`src/rtl/pkt_drain_ctrl.sv`:
```
// pkt_drain_ctrl: pops per-packet actions, requests one packet at a time and forwards/drops/patches its bytes
module pkt_drain_ctrl #(
    parameter int ACT_DEPTH = 4,
    parameter int OFF_W     = 11
) (
    input  logic             clk,
    input  logic             rst,
    input  logic             act_valid,
    input  logic [1:0]       act_op,
    input  logic [OFF_W-1:0] act_off,
    input  logic [7:0]       act_byte,
    output logic             act_ready,
    output logic             allow_drain,
    input  logic             pkt_sop,
    input  logic             in_valid,
    input  logic [7:0]       in_data,
    input  logic             in_last,
    output logic             in_ready,
    output logic             out_valid,
    output logic [7:0]       out_data,
    output logic             out_last,
    input  logic             out_ready,
    output logic             pkt_done,
    output logic [15:0]      drop_cnt
);
    localparam int AW = $clog2(ACT_DEPTH);
    localparam int EW = 2 + OFF_W + 8;
    localparam logic [1:0] IDLE = 2'd0, REQ = 2'd1, STREAM = 2'd2;

    logic [EW-1:0]    mem_q [ACT_DEPTH];
    logic [EW-1:0]    mem_d [ACT_DEPTH];
    logic [AW:0]      wr_q, wr_d, rd_q, rd_d;
    logic [1:0]       state_q, state_d;
    logic [OFF_W-1:0] off_q, off_d;
    logic             out_valid_q, out_valid_d, out_last_q, out_last_d, pkt_done_q, pkt_done_d;
    logic [7:0]       out_data_q, out_data_d;
    logic [15:0]      drop_cnt_q, drop_cnt_d;
    logic [EW-1:0]    head;
    logic             full, empty, push, is_drop, is_rw, acc, last_acc, ld;

    assign full      = (wr_q[AW] != rd_q[AW]) && (wr_q[AW-1:0] == rd_q[AW-1:0]);
    assign empty     = wr_q == rd_q;
    assign push      = act_valid && !full;
    assign head      = mem_q[rd_q[AW-1:0]];
    // op 11 is reserved and handled as DROP
    assign is_drop   = head[EW-1 -: 2] == 2'b01 || head[EW-1 -: 2] == 2'b11;
    assign is_rw     = head[EW-1 -: 2] == 2'b10;
    assign in_ready  = state_q == STREAM && (is_drop || !out_valid_q || out_ready);
    assign acc       = in_valid && in_ready;
    assign last_acc  = acc && in_last;
    assign ld        = acc && !is_drop;

    always_comb begin
        mem_d = mem_q;
        if (push) mem_d[wr_q[AW-1:0]] = {act_op, act_off, act_byte};
        wr_d        = wr_q + (AW+1)'(push);
        rd_d        = rd_q + (AW+1)'(last_acc);
        state_d     = state_q == IDLE   ? (empty ? IDLE : REQ) :
                      state_q == REQ    ? (pkt_sop ? STREAM : REQ) :
                      state_q == STREAM ? (last_acc ? IDLE : STREAM) : IDLE;
        off_d       = (state_q == REQ && pkt_sop) ? '0 :
                      (acc && off_q != '1) ? off_q + OFF_W'(1) : off_q;
        out_valid_d = ld ? 1'b1 : (out_ready ? 1'b0 : out_valid_q);
        out_data_d  = !ld ? out_data_q :
                      (is_rw && off_q == head[8 +: OFF_W]) ? head[7:0] : in_data;
        out_last_d  = ld ? in_last : out_last_q;
        pkt_done_d  = last_acc;
        drop_cnt_d  = (last_acc && is_drop && drop_cnt_q != 16'hFFFF) ? drop_cnt_q + 16'd1 : drop_cnt_q;
    end

    always_ff @(posedge clk or posedge rst) begin
        if (rst) begin
            for (int i = 0; i < ACT_DEPTH; i++) mem_q[i] <= '0;
            wr_q        <= '0;
            rd_q        <= '0;
            state_q     <= IDLE;
            off_q       <= '0;
            out_valid_q <= 1'b0;
            out_data_q  <= '0;
            out_last_q  <= 1'b0;
            pkt_done_q  <= 1'b0;
            drop_cnt_q  <= '0;
        end else begin
            mem_q       <= mem_d;
            wr_q        <= wr_d;
            rd_q        <= rd_d;
            state_q     <= state_d;
            off_q       <= off_d;
            out_valid_q <= out_valid_d;
            out_data_q  <= out_data_d;
            out_last_q  <= out_last_d;
            pkt_done_q  <= pkt_done_d;
            drop_cnt_q  <= drop_cnt_d;
        end
    end

    assign act_ready   = !full;
    assign allow_drain = state_q == REQ;
    assign out_valid   = out_valid_q;
    assign out_data    = out_data_q;
    assign out_last    = out_last_q;
    assign pkt_done    = pkt_done_q;
    assign drop_cnt    = drop_cnt_q;
endmodule

```
`config.mk`:
```
export PLATFORM = sky130hd
export DESIGN_NAME = pkt_drain_ctrl
export DESIGN_NICKNAME = d
export VERILOG_FILES = /design/src/rtl/pkt_drain_ctrl.sv
export SDC_FILE = /design/constraint.sdc
export NUM_CORES = 1
export LEC_CHECK = 0
export ABC_AREA = 1
export CAP_MARGIN = 25
export CORE_UTILIZATION = 52
export DETAILED_ROUTE_END_ITERATION = 10
export PLACE_DENSITY_LB_ADDON = 0.3
export SLEW_MARGIN = 10
export SYNTH_ARGS = -nofsm -noshare
export SYNTH_HDL_FRONTEND = slang
export SYNTH_SLANG_ARGS = --single-unit
```
`constraint.sdc`:
```
create_clock -name clk -period 4.1 [get_ports clk]
set_input_delay 0.41 -clock clk [delete_from_list [all_inputs] [get_ports clk]]
set_output_delay 0.41 -clock clk [all_outputs]
set_load 0.005 [all_outputs]
```
==> results of run 1 <==
through the flow:
| step | cells | utilization |
|---|---|---|
| finish | 1045 | 0.6419 |
| global route | 1045 | 0.6419 |
| CTS | 1045 | 0.6419 |
| detailed placement | 1013 | 0.5946 |
| global placement | 1013 | 0.5946 |
| floorplan | 809 | - |
cell usage after synthesis:
| library cell | count | share of area |
|---|---|---|
| nor3_4 | 1 | 0.0025 |
| nand4_1 | 6 | 0.0057 |
| nand2_2 | 4 | 0.0038 |
| xor2_1 | 14 | 0.018 |
| nand3_1 | 65 | 0.049 |
| a221oi_1 | 1 | 0.0013 |
| nor2_2 | 4 | 0.0038 |
| xnor2_1 | 5 | 0.0066 |
| inv_1 | 74 | 0.042 |
| ha_1 | 6 | 0.011 |
| buf_6 | 18 | 0.031 |
| nor3_1 | 3 | 0.0023 |
| o21ai_2 | 2 | 0.0026 |
| o21ai_1 | 88 | 0.066 |
| inv_2 | 7 | 0.0040 |
| inv_4 | 1 | 0.00094 |
| nor2_8 | 2 | 0.0060 |
| nor4_1 | 2 | 0.0019 |
| a21oi_1 | 6 | 0.0045 |
| a21oi_2 | 1 | 0.0013 |
| nand2_1 | 251 | 0.14 |
| nand3b_1 | 1 | 0.0011 |
| o22ai_1 | 8 | 0.0075 |
| nor2_1 | 53 | 0.030 |
| nor2_4 | 2 | 0.0034 |
| clkbuf_1 | 2 | 0.0011 |
| dfrtp_1 | 130 | 0.49 |
| buf_4 | 2 | 0.0023 |
| nand3_4 | 7 | 0.018 |
| nor3_2 | 3 | 0.0045 |
| buf_2 | 10 | 0.0075 |
| inv_6 | 1 | 0.0013 |
| o21ai_0 | 23 | 0.017 |
| a31oi_1 | 1 | 0.00094 |
| nand3_2 | 4 | 0.0060 |
| nand2_4 | 1 | 0.0017 |
logic make-up after synthesis:
| group | synth area share |
|---|---|
| xor+xnor | 0.02507 |
| fa+ha+maj | 0.01131 |
| simple gates | 0.2820 |
| flops | 0.4901 |
| buf+inv | 0.08954 |
| compound gates | 0.1020 |
worst max path at each step:
stage | end | slack (ns)
after floorplan | drop_cnt[0]$_DFFE_PP0P_ | 0.22
after global placement | in_ready | 1.67
after detailed placement | out_data[0]$_DFFE_PP0P_ | 1.51
after CTS | in_ready | 1.18
after global routing | in_ready | 0.97
final | in_ready | 1.18
worst reg2reg max path: cells and delay by family (launching register included):
family,cells,cell delay (ns)
flip-flops,1,0.81
AND/OR/NAND/NOR,8,1.09
buffers and inverters,3,0.58
registers in the layout, summed over array words and instances, names as in the netlist:
register and count:
wr_q 3, off_q 11, rd_q 3, drop_cnt 16, state_q 2, mem_q 84, out_last 1, pkt_done 1
out_data 8, out_valid 1
cell usage in the layout (no fill, tap or decap), types with 2 or more instances in the layout:
cell type,instances
a21oi_1,6
buf_4,2
bufinv_16,2
clkbuf_16,17
clkdlybuf4s50_1,65
clkinv_2,7
clkinv_4,4
dfrtp_1,130
ha_1,6
inv_1,73
inv_2,7
inv_4,2
inv_6,2
nand2_1,251
nand2_2,4
nand3_1,65
nand3_2,4
nand3_4,7
nand4_1,6
nor2_1,53
nor2_2,4
nor2_4,2
nor2_8,2
nor3_1,3
nor3_2,3
nor4_1,2
o21ai_0,23
o21ai_1,88
o21ai_2,2
o22ai_1,8
xnor2_1,5
xor2_1,14
power groups by stage:
| stage | registers [mW] | clock network (mW) | logic [mW] |
|---|---|---|---|
| after global routing | 2.18 | 1.54 | 2.46 |
| final | 2.13 | 1.46 | 2.17 |
| after floorplan | 2.04 | 0 | 1.74 |
| after global placement | 2.12 | 0 | 2.06 |
| after CTS | 2.12 | 1.49 | 2.17 |
| after detailed placement | 2.13 | 0 | 2.15 |
final cells by class:
class	count	area, sq um	share of cell area
repair buffers	68	685.7	0.08747
clock inverters	14	138.9	0.01772
well taps	168	210.2	0.02682
inverters	83	321.6	0.04102
clock buffers	18	439.2	0.05603
flip-flops and latches	130	3253	0.4150
multi-input cells	564	2790	0.3559
routing by layer:
layer / routed length, microns / GRT usage
met5: 0 / 0
met4: 260 / 0.1065
met3: 781 / 0.05324
met2: 7090 / 0.3968
met1: 6760 / 0.3288
==> results.toml, run 1 <==
[status]
status = "finished clean"

[power_and_ir_drop]
power_frac_seq = 0.369
combPwrFrac = 0.377
power.total_mw = 5.763
sw_frac_of_total = 0.3931
switching_power_mw = 2.265
p_int_mw = 3.497
clkPwrFrac = 0.254
power_density_nw_per_um2 = 735.2
total_leakage_power_nw = 3.772
peakVddDrop_uv = 293.4

[sta]
hold_viol = 0
layout_setup_ws_ns = 1.175
rsz0062_at_grt = "false"
setup_viol = 0
hold_slack_ns = 0.4834
finalCritPeriodShare = 0.7133
maxSlewHeadroom = 0.5107
fin_crit_ns = 2.925
max_freq_ghz = 0.3419
final-max-slew-violation-count = 0
tns_ns = 0
finClkSkew_ns = 0.007090
tightest_slew_ns = 0.7340

[worst_setup_path]
cp_data_arrival_time_ns = 2.51
cp-startpoint = "rd_q[0]$_DFF_PP0_"
r2r.worst_path.cells = 11
cp_data_required_time_ns = 3.69
reg2reg_from = "rd_q[0]$_DFF_PP0_"
critPathLaunchType = "register"
crit_cells = 6
critPathKind = "register to primary output"
cpMaxStageDelayCell = "dfrtp_1"
path_max_fanout = 42
regToRegSetupSlack_ns = 1.51
path_cells = "inv_6, nand2_1, nand3_2, nand2_4, a31oi_1, clkdlybuf4s50_1"
end_kind = "primary output"
reg2reg_to = "out_data[0]$_DFFE_PP0P_"
critPathBufInv = 2
critPathMaxStageDelay_ns = 0.65
path_delay_family = "buffers and inverters"

[placed_design]
preCtsSetupSlack_ns = 1.507
io_buffers = 65
globalplace.congestion = 0.8970
place_area_sq_um = 7261
dp_hpwl_mm = 9.743

[logic_synthesis]
synth_cells = 809
syn_area_per_cell_sq_um = 8.205
synth_seq_cells = 130
syn-num-nets = 851
synth_seq_area_share = 0.4901
synth_warnings = 0
syn_area_sq_um = 6638
synth_cell_types = 36

[global_route]
grtUsageTotal = 0.2484
grt_max_degree = 131
gr-total-overflow = 0
grt_pass1_vias = 5331
grt_pass1_wl_mm = 25.23
antenna_found_initial = 0

[floorplanning]
die_w_microns = 115.0
dieHeight_microns = 115.0
initial_utilization = 0.5435
rows = 40
core_sq_um = 12210
dieArea_sq_um = 13220
pin_count = 66

[drt]
vias = 5579
drc = 0
wl_per_cell_microns = 14.25
viasPerCell = 5.339
drtIter0Drc = 521
finalWirelength_mm = 14.89
firstDrtPassIters = 5
ant_nets = 0

[clock_network]
cts_buffers = 17
clock_latency_ns = 0.42
cts_num_sinks = 130
cts_tree = "yes"
cts_resized = 0
max-clock-path-buffers = 2
hold_buffers = 0
htree_levels = 4
clkSlewWorstSetupHoldPaths_ns = 0.05
cts_root_buffer = "clkbuf_16"
cts_setup_buffers = 0

[min_path]
min_path_type = "primary input to asynchronous set/reset pin"

[final_layout]
nets = 906
area_growth_pct = 18.10
design_area_sq_um = 7839
drive_above_1_share = 0.08666
fillers = 1051
diodes = 0

[run]
max-cap-violations = 0
No activity file was read; power rests on OpenSTA's default activity.
==> run 2, diff against run 1 <==
Settings changed: CORE_UTILIZATION 52 to 57.
Clock period 4.1 ns to 3.02 ns, I/O delays scaled along.
==> run 2 against run 1 <==
  * Power up 40%
  * Critical path depth is the same
  * Via count grew 1.8%
  * Worst hold slack got worse by 0.10 ns
  * Global-route usage grew 2.7 points
  * Final cell count down 2.6%
  * Die area is 8.6% lower
  * Worst setup slack worse by 0.85 ns
  * Sequential power is 35% higher
  * Largest cell class unchanged
==> results.toml, run 2 (synthesized netlist as in run 1, its figures left out) <==
[status]
status = "finished clean"

[drt]
firstDrtPassIters = 7
drc = 0
finalWirelength_mm = 15.18
ant_nets = 0
wl_per_cell_microns = 14.91
drtIter0Drc = 410
viasPerCell = 5.577
vias = 5677

[clock_network]
hold_buffers = 0
cts_buffers = 17
htree_levels = 4
cts_tree = "yes"
clock_latency_ns = 0.42
cts_resized = 0
cts_num_sinks = 130
cts_setup_buffers = 0
cts_root_buffer = "clkbuf_16"
clkSlewWorstSetupHoldPaths_ns = 0.05
max-clock-path-buffers = 2

[placed_design]
globalplace.congestion = 0.8667
dp.cells = 988
io_buffers = 65
dp_hpwl_mm = 9.598

[final_layout]
final_cell_mix = "nand2_1 (251), dfrtp_1 (130), o21ai_1 (88)"
ff_latch_area_sq_um = 3253
nets = 906
top_register = "mem_q"
area_growth_pct = 18.72
final_cells = 1018
drive_above_1_share = 0.08343
fillers = 883
diodes = 0
multiInputGateArea_sq_um = 2790
largest_reg_flops = 84
final_common_cell = "nand2_1"

[worst_setup_path]
cp_data_required_time_ns = 2.72
critPathMaxStageDelay_ns = 0.58
critPathBufInv = 2
path_max_fanout = 42
critPathKind = "register to primary output"
end_kind = "primary output"
path_delay_family = "buffers and inverters"
cpMaxStageDelayCell = "dfrtp_1"
path_cells = "inv_6, nand2_1, nand3_2, nand2_4, a31oi_1, clkdlybuf4s50_1"
critPathLaunchType = "register"
cp_data_arrival_time_ns = 2.39
r2r.worst_path.cells = 11
crit_cells = 6

[sta]
maxSlewHeadroom = 0.5177
hold_viol = 0
tightest_slew_ns = 0.7234
rsz0062_at_grt = "false"
final-max-slew-violation-count = 0
finClkSkew_ns = 0.008583
max_freq_ghz = 0.3717
fin_crit_ns = 2.690
tns_ns = 0
setup_viol = 0
finalCritPeriodShare = 0.8908

[power_and_ir_drop]
power_density_nw_per_um2 = 1027
total_leakage_power_nw = 3.785
peakVddDrop_uv = 442.0

[floorplanning]
rows = 39
dieArea_sq_um = 12080
die_w_microns = 109.9
initial_utilization = 0.5838
dieHeight_microns = 109.9
core_sq_um = 11370
pin_count = 66

[global_route]
antenna_found_initial = 0
grt_max_degree = 131
grt_pass1_wl_mm = 25.32
gr-total-overflow = 0
grt_pass1_vias = 5384
grtUsageTotal = 0.2756

[run]
max-cap-violations = 0

[min_path]
min_path_type = "primary input to asynchronous set/reset pin"
-- run 2: layer usage --
metal	global-route usage	part of all wire	vias to the layer above
li1	-	-	2712
met1	0.3609	0.43	2724
met2	0.4460	0.49	213
met3	0.06698	0.062	28
met4	0.09810	0.016	0
met5	0	0	-
-- run 2: tightest hold or removal path, delay by kind of cell --
kind | cells | cell delay [ns]
buffers and inverters | 3 | 0.98
-- run 2: metrics by stage --
step / power (mW) / utilization / worst slack [ns] / cell area, sq um / hold slack (ns)
2_1_floorplan: 5.122 / - / 1.109 / 6641 / 0.4040
6_report: 8.094 / 0.6931 / 0.3298 / 7880 / 0.3832
3_3_place_gp: 5.671 / 0.6360 / 0.7690 / 7231 / 0.4445
3_5_place_dp: 5.801 / 0.6360 / 0.6468 / 7231 / 0.4646
5_1_grt: 8.696 / 0.6931 / 0.1929 / 7880 / 0.4984
4_1_cts: 8.104 / 0.6931 / 0.3302 / 7880 / 0.4735
-- run 2: layout make-up --
| cell class | count | area share |
|---|---|---|
| Clock inverter | 9 | 0.02271 |
| Clock buffer | 21 | 0.05970 |
| Sequential cell | 130 | 0.4128 |
| Inverter | 83 | 0.04097 |
| Timing Repair Buffer | 68 | 0.08701 |
| Tap cell | 143 | 0.02271 |
| Multi-Input combinational cell | 564 | 0.3541 |
-- run 2: power by group --
group	switching (mW)	total (mW)	internal [mW]
combinational	1.85	2.95	1.10
sequential	0.467	2.88	2.42
clock	0.737	2.26	1.52
-- run 2: final timing paths --
check,start,to,slack [ns]
setup / recovery,rd_q[0]$_DFF_PP0_,in_ready,0.33
hold / removal,rst,mem_q[31]$_DFFE_PP0P_,0.38
setup reg to reg,rd_q[0]$_DFF_PP0_,out_data[6]$_DFFE_PP0P_,0.55
hold reg to reg,state_q[1]$_DFF_PP0_,state_q[0]$_DFF_PP0_,0.48
max in group asynchronous,rst,mem_q[56]$_DFFE_PP0P_,2.06
min in group clk,state_q[1]$_DFF_PP0_,state_q[0]$_DFF_PP0_,0.48
==> run 3, diff against run 2 <==
Settings changed: CTS_CLUSTER_DIAMETER set to 100, HOLD_SLACK_MARGIN set to 0.1.
==> results of run 3 <==
The final DEF is identical to that of run 2; final timing and power are the same.
